--- src/rtl/led_count_game_if.sv ---
// Player-facing signal bundle of the LED count game: mode/button inputs and display outputs.
// The game core takes the slave view; the board top or a bench drives the master view.
interface led_count_game_if #(
  parameter int N_LED = 16
);
  logic             i_active;
  logic             i_btn_go_stop;
  logic [N_LED-1:0] o_led;
  logic [19:0]      o_seg_data;
  logic [3:0]       o_dp_data;
  logic [7:0]       o_score;
  logic             o_win_pulse;

  modport master (
    output i_active, i_btn_go_stop,
    input  o_led, o_seg_data, o_dp_data, o_score, o_win_pulse
  );

  modport slave (
    input  i_active, i_btn_go_stop,
    output o_led, o_seg_data, o_dp_data, o_score, o_win_pulse
  );
endinterface

--- src/rtl/led_count_game.sv ---
// LED count game: a bouncing bar runs until the player presses; a win needs the lit
// count to equal a pseudo-random target, with a limited number of tries per round.
module led_count_game #(
  parameter int N_LED       = 16,
  parameter int TICK_CYCLES = 100_000_000,
  parameter int MAX_TRIES   = 3
) (
  input logic             clk,
  input logic             reset,
  led_count_game_if.slave bus
);
  localparam int              TW         = (TICK_CYCLES > 1) ? $clog2(TICK_CYCLES) : 1;
  localparam logic [TW-1:0]   TICK_LAST  = TW'(TICK_CYCLES - 1);
  localparam logic [3:0]      POS_TOP    = 4'(N_LED - 1);
  localparam logic [3:0]      POS_TOP_M1 = 4'(N_LED - 2);
  localparam logic [2:0]      TRIES_INIT = 3'(MAX_TRIES);
  localparam logic [4:0]      C_HYP = 5'd10, C_E = 5'd14, C_U = 5'd15, C_P = 5'd16;
  localparam logic [4:0]      C_O = 5'd17, C_D = 5'd19, C_N = 5'd20, C_L = 5'd21;
  localparam logic [4:0]      C_G = 5'd9, C_S = 5'd5;
  localparam logic [19:0]     SEG_DASHES = {C_HYP, C_HYP, C_HYP, C_HYP};

  typedef enum logic [2:0] {S_IDLE, S_RUN, S_STOP, S_WIN, S_LOSE} state_t;

  state_t           r_state;
  logic [15:0]      r_sc;
  logic [15:0]      r_lfsr;
  logic             r_btn_prev;
  logic [TW-1:0]    r_tick_cnt;
  logic [3:0]       r_pos;
  logic             r_dir;          // 1 = moving up
  logic [N_LED-1:0] r_led;
  logic [19:0]      r_seg;
  logic [2:0]       r_tries;
  logic [7:0]       r_score;
  logic             r_win_pulse;
  logic [4:0]       r_cnt;
  logic [4:0]       r_target;
  logic             r_decide;

  logic             w_press;
  logic             w_tick;
  logic             w_fb;
  logic [15:0]      w_seed;
  logic [15:0]      w_lfsr_load;
  logic [4:0]       w_rnd;
  logic [4:0]       w_target_new;
  logic [N_LED-1:0] w_mask;

  function automatic logic [9:0] two_digit(input logic [4:0] v);
    return (v >= 5'd10) ? {5'd1, v - 5'd10} : {5'd0, v};
  endfunction

  function automatic logic [4:0] popcount(input logic [N_LED-1:0] v);
    logic [4:0] s;
    s = '0;
    for (int i = 0; i < N_LED; i++) s = s + {4'd0, v[i]};
    return s;
  endfunction

  assign w_press     = bus.i_btn_go_stop & ~r_btn_prev;
  assign w_tick      = (r_state == S_RUN) && (r_tick_cnt == TICK_LAST);
  assign w_fb        = r_lfsr[15] ^ r_lfsr[14] ^ r_lfsr[12] ^ r_lfsr[3];
  assign w_seed      = {r_sc[7:0], r_sc[15:8]} ^ 16'hACE1;
  assign w_lfsr_load = (w_seed == 16'd0) ? 16'd1 : w_seed;

  always_comb begin
    w_rnd = {1'b0, r_lfsr[3:0]};
    if (w_rnd >= 5'(N_LED)) w_rnd = w_rnd - 5'(N_LED);
    w_target_new = w_rnd + 5'd1;
  end

  // Bar fills from the current position up to the top LED.
  generate
    for (genvar gi = 0; gi < N_LED; gi++) begin : g_mask
      assign w_mask[gi] = (4'(gi) >= r_pos);
    end
    for (genvar gi = 0; gi < 4; gi++) begin : g_dp
      assign bus.o_dp_data[gi] = (r_tries > 3'(gi));
    end
  endgenerate

  always_ff @(posedge clk or posedge reset) begin
    if (reset) begin
      r_sc       <= '0;
      r_lfsr     <= 16'hACE1;
      r_btn_prev <= 1'b0;
    end else begin
      r_sc       <= r_sc + 16'd1;
      r_btn_prev <= bus.i_btn_go_stop;
      r_lfsr     <= bus.i_active ? {r_lfsr[14:0], w_fb} : w_lfsr_load;
    end
  end

  always_ff @(posedge clk or posedge reset) begin
    if (reset) begin
      r_state     <= S_IDLE;
      r_led       <= '0;
      r_seg       <= SEG_DASHES;
      r_tries     <= TRIES_INIT;
      r_score     <= '0;
      r_win_pulse <= 1'b0;
      r_cnt       <= '0;
      r_target    <= 5'd1;
      r_decide    <= 1'b0;
      r_tick_cnt  <= '0;
      r_pos       <= POS_TOP;
      r_dir       <= 1'b0;
    end else if (!bus.i_active) begin
      // Soft idle: abandon any round but keep the score.
      r_state     <= S_IDLE;
      r_led       <= '0;
      r_seg       <= SEG_DASHES;
      r_tries     <= TRIES_INIT;
      r_win_pulse <= 1'b0;
      r_cnt       <= '0;
      r_decide    <= 1'b0;
      r_tick_cnt  <= '0;
      r_pos       <= POS_TOP;
      r_dir       <= 1'b0;
    end else begin
      r_win_pulse <= 1'b0;
      case (r_state)
        S_IDLE: begin
          r_led      <= '0;
          r_pos      <= POS_TOP;
          r_dir      <= 1'b0;
          r_tick_cnt <= '0;
          r_target   <= w_target_new;
          r_seg      <= {two_digit(w_target_new), C_HYP, C_HYP};
          if (w_press) r_state <= S_RUN;
        end
        S_RUN: begin
          if (w_press) begin
            // A press beats a coincident tick: the bar freezes where it is.
            r_cnt      <= popcount(r_led);
            r_decide   <= 1'b1;
            r_tick_cnt <= '0;
            r_state    <= S_STOP;
          end else begin
            r_led <= w_mask;
            if (w_tick) begin
              r_tick_cnt <= '0;
              if (!r_dir && r_pos == 4'd0) begin
                r_dir <= 1'b1;
                r_pos <= 4'd1;
              end else if (r_dir && r_pos == POS_TOP) begin
                r_dir <= 1'b0;
                r_pos <= POS_TOP_M1;
              end else begin
                r_pos <= r_dir ? r_pos + 4'd1 : r_pos - 4'd1;
              end
            end else begin
              r_tick_cnt <= r_tick_cnt + 1'b1;
            end
          end
        end
        S_STOP: begin
          if (r_decide) begin
            r_decide <= 1'b0;
            if (r_cnt == r_target) begin
              r_state     <= S_WIN;
              r_win_pulse <= 1'b1;
              r_seg       <= {C_G, C_O, C_O, C_D};
              if (r_score != 8'hFF) r_score <= r_score + 8'd1;
            end else if (r_tries > 3'd1) begin
              r_tries <= r_tries - 3'd1;
              r_seg   <= {two_digit(r_cnt), (r_cnt < r_target) ? {C_U, C_P} : {C_D, C_N}};
            end else begin
              r_tries <= 3'd0;
              r_state <= S_LOSE;
              r_led   <= '0;
              r_seg   <= {C_L, C_O, C_S, C_E};
            end
          end else if (w_press) begin
            r_state <= S_RUN;
            r_seg   <= {two_digit(r_target), C_HYP, C_HYP};
          end
        end
        S_WIN, S_LOSE: begin
          if (r_state == S_LOSE) r_led <= '0;
          if (w_press) begin
            r_state  <= S_IDLE;
            r_tries  <= TRIES_INIT;
            r_led    <= '0;
            r_pos    <= POS_TOP;
            r_dir    <= 1'b0;
            r_target <= w_target_new;
            r_seg    <= {two_digit(w_target_new), C_HYP, C_HYP};
          end
        end
        default: r_state <= S_IDLE;
      endcase
    end
  end

  assign bus.o_led       = r_led;
  assign bus.o_seg_data  = r_seg;
  assign bus.o_score     = r_score;
  assign bus.o_win_pulse = r_win_pulse;
endmodule

--- src/flat_wrapper.sv ---
// flat-port wrapper written by rule: the top's interface ports become plain ports
module led_count_game_flat 
#(
  parameter int N_LED       = 16,
  parameter int TICK_CYCLES = 100_000_000,
  parameter int MAX_TRIES   = 3
)
  (clk, reset, bus_i_active, bus_i_btn_go_stop, bus_o_led, bus_o_seg_data, bus_o_dp_data, bus_o_score, bus_o_win_pulse);
  led_count_game_if #(.N_LED(N_LED)) bus_i ();
  input logic clk;
  input logic reset;
  input wire logic [$bits(bus_i.i_active)-1:0] bus_i_active;
  input wire logic [$bits(bus_i.i_btn_go_stop)-1:0] bus_i_btn_go_stop;
  output wire logic [$bits(bus_i.o_led)-1:0] bus_o_led;
  output wire logic [$bits(bus_i.o_seg_data)-1:0] bus_o_seg_data;
  output wire logic [$bits(bus_i.o_dp_data)-1:0] bus_o_dp_data;
  output wire logic [$bits(bus_i.o_score)-1:0] bus_o_score;
  output wire logic [$bits(bus_i.o_win_pulse)-1:0] bus_o_win_pulse;
  assign bus_i.i_active = bus_i_active;
  assign bus_i.i_btn_go_stop = bus_i_btn_go_stop;
  assign bus_o_led = bus_i.o_led;
  assign bus_o_seg_data = bus_i.o_seg_data;
  assign bus_o_dp_data = bus_i.o_dp_data;
  assign bus_o_score = bus_i.o_score;
  assign bus_o_win_pulse = bus_i.o_win_pulse;
  led_count_game #(.N_LED(N_LED), .TICK_CYCLES(TICK_CYCLES), .MAX_TRIES(MAX_TRIES)) u_core (.clk(clk), .reset(reset), .bus(bus_i));
endmodule
--- config.mk ---
export PLATFORM = sky130hd
export DESIGN_NAME = led_count_game_flat
export DESIGN_NICKNAME = d
export VERILOG_FILES = /design/src/rtl/led_count_game_if.sv /design/src/rtl/led_count_game.sv /design/src/flat_wrapper.sv
export SDC_FILE = /design/constraint.sdc
export NUM_CORES = 1
export LEC_CHECK = 0
export BUFFER_PORTS_ARGS = -buffer_cell sky130_fd_sc_hd__buf_2
export CAP_MARGIN = 20
export CELL_PAD_IN_SITES_DETAIL_PLACEMENT = 0
export CELL_PAD_IN_SITES_GLOBAL_PLACEMENT = 1
export CORE_UTILIZATION = 25
export DETAILED_ROUTE_END_ITERATION = 16
export PLACE_DENSITY = 0.49
export SETUP_SLACK_MARGIN = 0.15
export SLEW_MARGIN = 5
export SYNTH_ARGS = -nofsm -noshare
export SYNTH_HDL_FRONTEND = slang
export SYNTH_SLANG_ARGS = --single-unit
export TNS_END_PERCENT = 100
--- constraint.sdc ---
create_clock -name clk -period 4.9 [get_ports clk]
set_input_delay 1.225 -clock clk [delete_from_list [all_inputs] [get_ports clk]]
set_output_delay 1.225 -clock clk [all_outputs]
set_load 0.02 [all_outputs]
### Yosys cells after proc, flatten, opt, wreduce, memory -nomap -nowiden

Index checks and enable logic that the tools add are counted.

| storage, ports and cells | value |
|---|---|
| register bits after elaboration | 127 |
| input port bits | 4 |
| output and inout port bits | 49 |
| word-level logic and storage cells | 183 |

| operators by class | value |
|---|---|
| add/subtract/negate cells | 25 |
| order comparisons | 24 |
| eq/ne operators | 28 |
| multiplexer cells | 66 |
| bitwise gates (word level) | 6 |
| reduce and logical (&&, ||, !) cells | 19 |

Operator list:

| cell | count |
|---|---|
| 2-to-1 mux 16 bit | 9 |
| 2-to-1 mux 20 bit | 6 |
| 2-to-1 mux 27 bit | 3 |
| adder 5 x 1 -> 5 bit | 14 |
| one-hot mux 16 bit (4 select lines) | 1 |
| one-hot mux 20 bit (3 select lines) | 1 |
| one-hot mux 27 bit (2 select lines) | 1 |
| 2-to-1 mux 3 bit | 12 |
| >= comparator 4 bit, first input constant | 8 |
| 2-to-1 mux 4 bit | 7 |
| adder 27 x 1 -> 27 bit, second input constant | 1 |
| equality test 27 bit, second input constant | 1 |
| 2-to-1 mux 5 bit | 4 |
| 2-to-1 mux 6 bit | 3 |
| adder 16 x 1 -> 16 bit, second input constant | 1 |
| >= comparator 3 x 4 -> 1 bit, first input constant | 4 |
| logical NOT 16 bit | 1 |
| >= comparator 5 x 4 -> 1 bit, second input constant | 3 |
| subtractor 5 x 4 -> 5 bit, second input constant | 3 |
| 2-to-1 mux 1 bit | 12 |
| inequality test 3 x 2 -> 1 bit, second input constant | 4 |
| one-hot mux 3 bit (4 select lines) | 1 |
| one-hot mux 4 bit (3 select lines) | 1 |
| 2-to-1 mux 10 bit | 1 |
| other kinds (44) | 66 |

### Longest topological paths before layout

Gate-level depths: netlist of run 1.

| depth | value |
|---|---|
| depth after elaboration | 18 |
| gate-level depth with buffers | 15 |
| gate-level depth less buffers | 15 |

### Worst setup path before layout of run 1

Ideal clock, no wire load.

| timing path | value |
|---|---|
| path kind | reg2reg |
| start | register u_core.r_led[0] (netlist: u_core.bus.o_led[0]) |
| end | register u_core.r_cnt[2] |
| library setup time | 120 ps |
| arrival | 3,667 ps |
| required time | 4,780 ps |
| slack | 1,113 ps |
| stages on the path, launching flop included | 12 |
| path buffers | 0 |
| period minus slack after synthesis | 3,787 ps |
| cell sequence | dfrtp_1 -> ha_1 -> inv_1 -> fa_1 -> fa_1 -> fa_1 -> fa_1 -> fa_1 -> inv_1 -> fa_1 -> xor2_1 -> o211a_1 |

| between the ends | value |
|---|---|
| word-level cells in the longest chain between the ends | 18 |

RTL lines:

| item | line | RTL |
|---|---|---|
| start: declaration | led_count_game.sv:31 | `logic [N_LED-1:0] r_led;` |
| start signal: assignment | led_count_game.sv:140 | `r_led <= w_mask;` |
| adder 1 x 1 -> 2 bit | led_count_game.sv:56 | `for (int i = 0; i < N_LED; i++) s = s + {4'd0, v[i]};` |
| adder 5 x 1 -> 5 bit (14 in a row) | led_count_game.sv:56 |  |
| 2-to-1 mux 5 bit | led_count_game.sv:133 | `if (w_press) begin` |
| 2-to-1 mux 5 bit | led_count_game.sv:122 | `case (r_state)` |
| 2-to-1 mux 5 bit | led_count_game.sv:108 | `end else if (!bus.i_active) begin` |
| end signal: assignment | led_count_game.sv:135 | `r_cnt <= popcount(r_led);` |
| end: declaration | led_count_game.sv:36 | `logic [4:0] r_cnt;` |

No other way between the ends. The select of a mux whose other input is x is not followed.
A chain may end at the register's enable or synchronous reset.

### Worst setup path in the final report of run 1

| timing path | value |
|---|---|
| start | register u_core.r_led[0] (netlist: u_core.bus.o_led[0]) |
| end | register u_core.r_cnt[4] |

The elaborated chain is that of the path after synthesis.

==> flow_summary.yaml, run 1 <==
place:
  numPortBuffers: 52
  place.gp.congestion: 0.767
  dp_hpwl_mm: 12.9
routing:
  routedWlPerCell_um: 15.5
  vias: 5506
  first_pass_iters: 4
  totalWireLength_mm: 18.0
  antenna_left: 0
  drt_iter0_markers: 246
  avgViaCountPerCell: 4.73
  drc_errors: 0
timing:
  rsz0062_at_grt: "no"
  setup_tns_ns: 0
  worst_clock_skew_ns: 0.00838
  hold_violations: 0
  worstMarginPinSlew_ns: 0.825
  fmax_mhz: 258
  fin_crit_ns: 3.87
  maxSlewViolCount: 0
  period_share_pct: 79.0
  fin_hold_ws_ns: 0.462
  setup_violations: 0
  slew_headroom_pct: 44.5
pwr:
  p_leak_nw: 3.66
  power.density_nw_per_um2: 332
  ir_drop_uv: 198
worst_setup_path:
  slowest_delay_ns: 0.54
  cp_common_cell: "fa_1"
  worst-setup-path-type: "reg2reg"
  cp_cell_sequence: "ha_1 > inv_1 > fa_1 > fa_1 > fa_1 > fa_1 > fa_1 > inv_1 > fa_1 > a21oi_1 > nor3b_1 > a21oi_1 > nor2b_1"
  critPathMaxFanout: 3
  end_kind: "flop"
  r2r_cells: 13
  cp-start-kind: "flop"
  cp.arrival_ns: 4.22
  required_ns: 5.25
  cp_slowest_cell: "fa_1"
die:
  die_w_um: 170
  ios: 53
  initial_core_util_pct: 25.5
  coreArea_um2: 27800
  die_area_um2: 29000
  rows: 61
  die-height_um: 170
job:
  cap_violations: 0
grt:
  grt_antenna_before_repair: 0
  first_global_vias: 5530
  grt_pass1_wl_mm: 30.2
  grt_overflow: 0
  grt_max_degree: 84
  track_usage_pct: 13.3
cells_and_area:
  area_delta_synth_final_pct: 18.7
  fin_nets: 814
  drive_gt1_share_pct: 18.2
hold_path:
  min_path_type: "reg2reg"
  hold_path_depth: 2
yosys:
  ys_warn_count: 0
  avgSynthCellArea_um2: 9.80
  synth_edf_count: 0
  yosysUniqueCellTypes: 78
  ys.flop_type: "dfrtp_1"
  syn-instance-count: 722
  synth.net_count: 764
  syn-cell-area_um2: 7070
  seq_area_frac_synth_pct: 45.0
  ys_seq_elements: 126
  synthArstFlopShare_pct: 100
clock_network:
  cts_buffers: 17
  clk_path_buf_depth: 2
  cts.sinks: 126
  clk_pin_slew_ns: 0.06
  cts_tree: "yes"
  clock_latency_ns: 0.42
  holdBufCountCts: 0
  post_cts_resized: 0
  root_buffer: "clkbuf_16"
  htreeDepth: 4
  cts_setup_buffers: 0
outcome:
  status: "finished clean"
## critical path, delay by kind of cell, from the launching register on
kind	cells	cell delay [ns]
fa+ha+maj	7	2.79
compound gates	2	0.13
buf+inv	2	0.15
flops	1	0.40
simple gates	2	0.31
## cell usage in the layout, fill, tap and decap left out, drive strengths merged, types with 4 or more instances in the layout
cell type  count
o21a           6
nor2          45
and3           9
a22o          13
a311oi         5
o21ai         46
nand3b         5
and2           5
o31ai          4
clkbuf        20
inv           52
a31oi         10
nor2b         12
bufinv         4
o211ai         7
fa            10
a21o           9
nor4           7
nand2b         8
dfrtp        103
ha            28
xor2          21
dfstp         23
buf           60
nand3         26
xnor2         26
nand4         20
and4           7
mux2          10
a21boi         6
clkinv         5
nor3          17
a21oi         27
nand2         68
## routing by layer
metal	part of all wire [%]	vias up	global-route usage, %
met5	0	-	0
met4	1.8	0	4.97
met3	2.7	22	2.00
met2	46	92	21.1
met1	49	2709	18.1
li1	-	2683	-
## kinds of logic (layout without fill, tap and decap cells)
family	after synthesis	in the layout	share of synthesized area [%]
multiplexers	11	11	1.73
adder cells (fa/ha/maj)	38	38	7.78
AND/OR/NAND/NOR	247	247	18.5
other	0	1	0
buffers and inverters	81	144	4.44
XOR/XNOR	47	47	5.82
flip-flops	126	126	45.0
AO/OA/AOI/OAI	172	172	16.8
## cells in the mapped netlist (all sizes together), types with 4 or more instances
| library cell | instances | area share [%] |
|---|---|---|
| dfstp | 23 | 8.5 |
| dfrtp | 103 | 36 |
| o21ai | 46 | 3.3 |
| nor4 | 7 | 0.62 |
| nand2 | 68 | 3.7 |
| fa | 10 | 2.8 |
| o211ai | 7 | 0.74 |
| a21oi | 27 | 1.9 |
| a311oi | 5 | 0.71 |
| a21boi | 6 | 0.64 |
| a31oi | 10 | 0.88 |
| nor2 | 45 | 2.5 |
| xnor2 | 26 | 3.2 |
| mux2 | 10 | 1.6 |
| o31ai | 4 | 0.42 |
| nor2b | 12 | 1.1 |
| nand4 | 20 | 1.8 |
| nand2b | 8 | 0.71 |
| and2 | 5 | 0.44 |
| buf | 6 | 0.46 |
| nand3b | 5 | 0.53 |
| nand3 | 26 | 2.0 |
| inv | 52 | 2.8 |
| a22o | 13 | 1.6 |
| ha | 28 | 5.0 |
| o21a | 6 | 0.64 |
| nor3 | 17 | 1.3 |
| clkbuf | 23 | 1.2 |
| xor2 | 21 | 2.6 |
| and3 | 9 | 0.80 |
| a21o | 9 | 0.96 |
| and4 | 7 | 0.92 |
## path summary, 6_finish.rpt
kind / start / end / slack [ns]
min in group asynchronous: reset / u_core.r_tick_cnt[11] / 0.86
max in group asynchronous: reset / u_core.r_lfsr[7] / 3.02
setup / recovery: u_core.bus.o_led[0] / u_core.r_cnt[4] / 1.03
hold / removal: u_core.r_lfsr[9] / u_core.r_lfsr[10] / 0.46
hold reg to reg: u_core.r_lfsr[9] / u_core.r_lfsr[10] / 0.46
setup reg to reg: u_core.bus.o_led[0] / u_core.r_cnt[4] / 1.03
## layout make-up
| class | count | area [um2] |
|---|---|---|
| sequential | 126 | 3180 |
| timing repair buffer | 60 | 340 |
| clock buffer | 20 | 447 |
| inverter | 52 | 198 |
| tap | 378 | 473 |
| fill | 2947 | 19400 |
| clock inverter | 12 | 168 |
| antenna | 1 | 2.50 |
| multi-input combinational | 515 | 3590 |
## metrics by stage
stage / area, um2 / utilization [%] / std cells / setup WS [ns] / total power, mW
final: 8400 / 30.2 / 1164 / 1.03 / 2.78
after global routing: 8390 / 30.2 / 1163 / 0.772 / 2.91
after CTS: 8360 / 30.1 / 1161 / 0.991 / 2.82
after detailed placement: 7740 / 27.9 / 1129 / 1.00 / 1.47
after global placement: 7740 / 27.9 / 1129 / 1.06 / 1.47
after floorplan: 7070 / - / 722 / 0.357 / 1.36
## sequential cells by signal, indices dropped and copies added, names as in the netlist, 4 cells and up
name	count
u_core.bus.o_led	16
u_core.bus.o_score	8
u_core.bus.o_seg_data	19
u_core.r_cnt	5
u_core.r_lfsr	16
u_core.r_pos	4
u_core.r_sc	16
u_core.r_target	5
u_core.r_tick_cnt	27
## power by group
group / leakage (nW) / internal (mW) / switching [mW]
Clock: 0.296 / 0.859 / 0.471
Sequential: 1.65 / 1.08 / 0.0428
Combinational: 1.72 / 0.113 / 0.215
Total: 3.66 / 2.05 / 0.729
No activity file was read; power rests on OpenSTA's default activity.
==> run 2: changes to the inputs <==
==> constraint.sdc (replaced) <==
create_clock -name clk -period 3.86 [get_ports clk]
set_input_delay 0.965 -clock clk [delete_from_list [all_inputs] [get_ports clk]]
set_output_delay 0.965 -clock clk [all_outputs]
set_load 0.02 [all_outputs]
==> run 2 against run 1 <==
Clock power is 17% higher. Maximum frequency is 4.2% higher. Clock skew is 0.0010 ns higher. Design area is 0.24% higher. Final cell count is 0.43% higher. Worst hold slack worse by 0.0012 ns. Via count is 1.3% higher. Total power is 22% higher. Sequential power is 26% higher. Setup slack worse by 0.88 ns. Count of clock-buffer cells in the layout stayed put. Non-clock buffer count is 6 higher. Critical path type unchanged. Largest power group unchanged.
==> flow_summary.yaml, run 2 (synthesized netlist as in run 1, its figures left out) <==
timing:
  slew_headroom_pct: 51.0
  hold_violations: 0
  period_share_pct: 96.3
  fin_hold_ws_ns: 0.461
  worstMarginPinSlew_ns: 0.734
  worst_clock_skew_ns: 0.00941
  setup_violations: 0
  fmax_mhz: 269
  rsz0062_at_grt: "yes"
  maxSlewViolCount: 0
  layout_setup_ws_ns: 0.145
  fin_crit_ns: 3.72
routing:
  routedWlPerCell_um: 15.5
  avgViaCountPerCell: 4.77
  totalWireLength_mm: 18.1
  antenna_left: 0
  vias: 5578
  drt_iter0_markers: 258
  drc_errors: 0
  first_pass_iters: 4
worst_setup_path:
  end_kind: "flop"
  timing.rr.end: "u_core.r_cnt[4]"
  cp_common_cell: "fa_1"
  reg2reg_slack_ns: 0.14
  slowest_delay_ns: 0.51
  cp-start-kind: "flop"
  required_ns: 4.16
  critPathMaxFanout: 2
  r2r_cells: 13
  cpLargestDelayFamily: "adder cells"
  cp.arrival_ns: 4.02
  timing.rr.start: "u_core.bus.o_led[1]"
  cp_slowest_cell: "fa_1"
  cp_cell_sequence: "ha_4 > inv_2 > fa_1 > fa_1 > fa_1 > fa_1 > fa_2 > inv_2 > fa_2 > a21oi_2 > nor3b_2 > a21oi_1 > nor2b_1"
  worst-setup-path-type: "reg2reg"
  path_buf_inv: 2
hold_path:
  hold_path_depth: 2
  min_path_type: "reg2reg"
  holdCritStartpoint: "u_core.bus.o_seg_data[16]"
  worstHoldEndpoint: "u_core.bus.o_seg_data[16]"
clock_network:
  clock_latency_ns: 0.42
  cts_buffers: 17
  holdBufCountCts: 0
  root_buffer: "clkbuf_16"
  clk_path_buf_depth: 2
  clk_pin_slew_ns: 0.07
  htreeDepth: 4
  cts_tree: "yes"
  cts.sinks: 126
pwr:
  finalPower_mw: 3.39
  power.density_nw_per_um2: 403
  ir_drop_uv: 198
  p_leak_nw: 3.64
die:
  die_area_um2: 29000
  die-height_um: 170
  rows: 61
  ios: 53
  initial_core_util_pct: 25.5
  coreArea_um2: 27800
  die_w_um: 170
grt:
  grt_util_met3_pct: 1.93
  grt_antenna_before_repair: 0
  grt_overflow: 0
  grt_max_degree: 78
  grt_pass1_wl_mm: 30.6
  gr-usage-met2_pct: 21.1
  use_met1_pct: 18.8
  top_usage_layer: "met2"
  first_global_vias: 5658
  track_usage_pct: 13.5
cells_and_area:
  layout_common_cells: "dfrtp_1 (101), nand2_1 (66), buf_2 (52)"
  largest_register_ff_count: 27
  drive_gt1_share_pct: 20.2
  top_register: "u_core.r_tick_cnt"
  layout_commonest_cell: "dfrtp_1"
  fin_nets: 820
  fill_cells: 2970
  area_delta_synth_final_pct: 19.0
  finish.utilization_pct: 30.3
  antenna_cells: 0
  fin_area_um2: 8420
job:
  cap_violations: 0
place:
  place_area_um2: 7810
  place.gp.congestion: 0.757
  numPortBuffers: 52
  pre_cts_ws_ns: 0.0323
  dp_hpwl_mm: 12.8
outcome:
  status: "finished clean"
[run 2: cell type report]
type                            instances  area (um2)  share of cell area (%)
Clock buffer                           20         447                    5.31
Clock inverter                         12         113                    1.34
Inverter                               52         199                    2.36
Multi-Input combinational cell        515        3620                    43.0
Sequential cell                       126        3180                    37.8
Tap cell                              378         473                    5.62
Timing Repair Buffer                   66         382                    4.53
[run 2: where the power goes]
part           leakage (nW)  internal (mW)  total, mW  switching (mW)
Combinational          1.74          0.144      0.420           0.276
Clock                 0.259          0.907       1.55           0.639
Sequential             1.64           1.37       1.42          0.0498
Total                  3.64           2.42       3.39           0.964
[run 2: tightest hold or removal path: stages, from the launching register on]
cell	delay, ns
dfstp_2	0.37
nand2_1	0.05
nand2_1	0.05
[run 2: through the flow]
step | TNS, ns | instances
floorplan | 0 | 722
global placement | 0 | 1134
detailed placement | 0 | 1135
CTS | 0 | 1169
global route | -0.00773 | 1169
finish | 0 | 1169
[run 2: repair_timing]
item / 4_1_cts / 5_1_grt
pin swaps: 3 / 0
setup endpoints to repair: 4 / 4
gates resized for setup: 7 / 5
buffers inserted: 2 / 0
[run 2: per-layer routing]
layer | wire length [um] | up-vias
li1 | - | 2691
met1 | 9040 | 2771
met3 | 485 | 17
met5 | 0 | -
met2 | 8230 | 99
met4 | 316 | 0
[run 2: worst max path at each step]
stage                        startpoint              end  slack, ns  cells after the start
detailed placement  u_core.bus.o_led[0]  u_core.r_cnt[4]       0.03                     13
finish              u_core.bus.o_led[1]  u_core.r_cnt[4]       0.14                     13
floorplan           u_core.bus.o_led[0]  u_core.r_cnt[2]       0.15                     11
CTS                 u_core.bus.o_led[1]  u_core.r_cnt[4]       0.11                     13
global route        u_core.bus.o_led[0]  u_core.r_cnt[4]     -0.008                     13
global placement    u_core.bus.o_led[0]  u_core.r_cnt[4]       0.07                     13
==> run 3: changes to the inputs <==
--- a/config.mk
+++ b/config.mk
@@ -12,8 +12,8 @@
 export CORE_UTILIZATION = 25
 export DETAILED_ROUTE_END_ITERATION = 16
 export PLACE_DENSITY = 0.49
+export RECOVER_POWER = 50
 export SETUP_SLACK_MARGIN = 0.15
-export SLEW_MARGIN = 5
 export SYNTH_ARGS = -nofsm -noshare
 export SYNTH_HDL_FRONTEND = slang
 export SYNTH_SLANG_ARGS = --single-unit
==> run 3 against run 2 <==
The run now ends with max-capacitance violations, max-slew violations left. Sequential cell count unchanged. Maximum frequency is essentially flat. Count of clock-buffer cells in the layout stayed put. Register-to-register slack barely moved. Sequential power hardly changed. Critical endpoint unchanged.
==> flow_summary.yaml, run 3 (synthesized netlist as in run 1, its figures left out) <==
die:
  ios: 53
  die-height_um: 170
  die_area_um2: 29000
  die_w_um: 170
  coreArea_um2: 27800
  initial_core_util_pct: 25.5
  rows: 61
timing:
  fin_hold_ws_ns: 0.461
  slew_headroom_pct: -29.1
  fin_crit_ns: 3.71
  worst_clock_skew_ns: 0.00856
  layout_setup_ws_ns: 0.145
  setup_violations: 0
  period_share_pct: 96.2
  hold_violations: 0
  rsz0062_at_grt: "yes"
  maxSlewViolCount: 113
  worstMarginPinSlew_ns: 1.94
  fmax_mhz: 269
  setup_tns_ns: 0
place:
  dp_hpwl_mm: 12.8
  pre_cts_ws_ns: 0.0323
  place.gp.congestion: 0.757
  numPortBuffers: 52
routing:
  antenna_left: 0
  routedWlPerCell_um: 15.5
  drt_iter0_markers: 263
  totalWireLength_mm: 18.1
  vias: 5576
  avgViaCountPerCell: 4.77
  first_pass_iters: 5
  drc_errors: 0
cells_and_area:
  area_delta_synth_final_pct: 18.6
  layout_common_cells: "dfrtp_1 (101), nand2_1 (66), buf_2 (50)"
  drive_gt1_share_pct: 19.8
  layout_commonest_cell: "dfrtp_1"
  antenna_cells: 0
  top_register: "u_core.r_tick_cnt"
  fin_nets: 820
  largest_register_ff_count: 27
pwr:
  p_comb_share_pct: 12.3
  ir_drop_uv: 196
  pwr-share-clk_pct: 45.6
  swShare_pct: 28.4
  p_int_mw: 2.42
  p_leak_nw: 3.63
  power.density_nw_per_um2: 403
  p_sw_mw: 0.959
  pwr-share-seq_pct: 42.1
worst_setup_path:
  cp-start-kind: "flop"
  cp_cell_sequence: "ha_4 > inv_2 > fa_1 > fa_1 > fa_1 > fa_1 > fa_2 > inv_2 > fa_2 > a21oi_2 > nor3b_2 > a21oi_1 > nor2b_1"
  slowest_delay_ns: 0.51
  cp_slowest_cell: "fa_1"
  end_kind: "flop"
  cp.arrival_ns: 4.01
  critPathMaxFanout: 2
  cp_common_cell: "fa_1"
  required_ns: 4.16
  worst-setup-path-type: "reg2reg"
clock_network:
  root_buffer: "clkbuf_16"
  cts.sinks: 126
  clk_pin_slew_ns: 0.07
  htreeDepth: 4
  clock_latency_ns: 0.42
  cts_tree: "yes"
  cts_buffers: 17
  clk_path_buf_depth: 2
  holdBufCountCts: 0
grt:
  grt_overflow: 0
  track_usage_pct: 13.5
  first_global_vias: 5658
  grt_pass1_wl_mm: 30.6
  grt_antenna_before_repair: 0
  grt_max_degree: 78
hold_path:
  min_path_type: "reg2reg"
outcome:
  status: "finished, violations left"
  violations: "max-capacitance violations, max-slew violations"
job:
  cap_violations: 2
==> run 3: cell types whose count changed in the layout (fill, tap and decap cells not counted) <==
cell        change
buf_12          -1
clkbuf_1        +3
buf_2           -2
buf_4           -1
clkinvlp_4      -1
clkbuf_2        +1
clkinvlp_2      +1
==> run 3: power by group through the flow <==
| stage | logic (mW) | clock network [mW] | registers (mW) |
|---|---|---|---|
| floorplan | 0.290 | 0 | 1.44 |
| global placement | 0.420 | 0 | 1.45 |
| detailed placement | 0.426 | 0 | 1.45 |
| CTS | 0.428 | 1.60 | 1.42 |
| global route | 0.472 | 1.66 | 1.43 |
| finish | 0.416 | 1.54 | 1.42 |
==> run 3: critical path, delay by kind of cell (launching register included) <==
family          cells  cell delay, ns
buf+inv             2            0.07
fa+ha+maj           7            2.72
simple gates        2            0.12
compound gates      2            0.28
flops               1            0.42
==> run 3: final timing paths <==
check                                               start                         to  slack [ns]  cells after the start
worst max-delay path                  u_core.bus.o_led[1]            u_core.r_cnt[4]        0.15                     13
worst min-delay path            u_core.bus.o_seg_data[16]  u_core.bus.o_seg_data[16]        0.46                      2
worst max register to register        u_core.bus.o_led[1]            u_core.r_cnt[4]        0.15                     13
worst min register to register  u_core.bus.o_seg_data[16]  u_core.bus.o_seg_data[16]        0.46                      2
max in group asynchronous                           reset        u_core.bus.o_led[0]        0.89                      3
min in group asynchronous                           reset      u_core.r_tick_cnt[15]        0.64                      2
==> run 3: cell type report <==
type,count,area [um2]
fill,2970,19400
multi-input combinational,515,3620
sequential,126,3180
tap,378,473
clock buffer,20,447
timing repair buffer,66,360
inverter,52,196
clock inverter,12,113
==> run 3: repair_timing <==
action | 4_1_cts | 5_1_grt
endpoints found under the setup margin | 4 | 4
setup buffers | 2 | 0
gates resized for setup | 7 | 5
pin swaps | 3 | 0
==> run 3: metrics by stage <==
stage          utilization (%)  instance area [um2]  std cells  total power, mW
5_1_grt                   30.2                 8390       1169             3.57
3_3_place_gp              28.1                 7800       1134             1.87
2_1_floorplan                -                 7080        722             1.73
3_5_place_dp              28.1                 7810       1135             1.87
4_1_cts                   30.3                 8410       1169             3.46
6_report                  30.2                 8390       1169             3.38
==> run 3: metal layers <==
layer	part of all wire [%]	GRT usage, %
met5	0	0
met4	1.5	4.78
met3	2.2	1.93
met2	46	21.1
met1	51	18.8
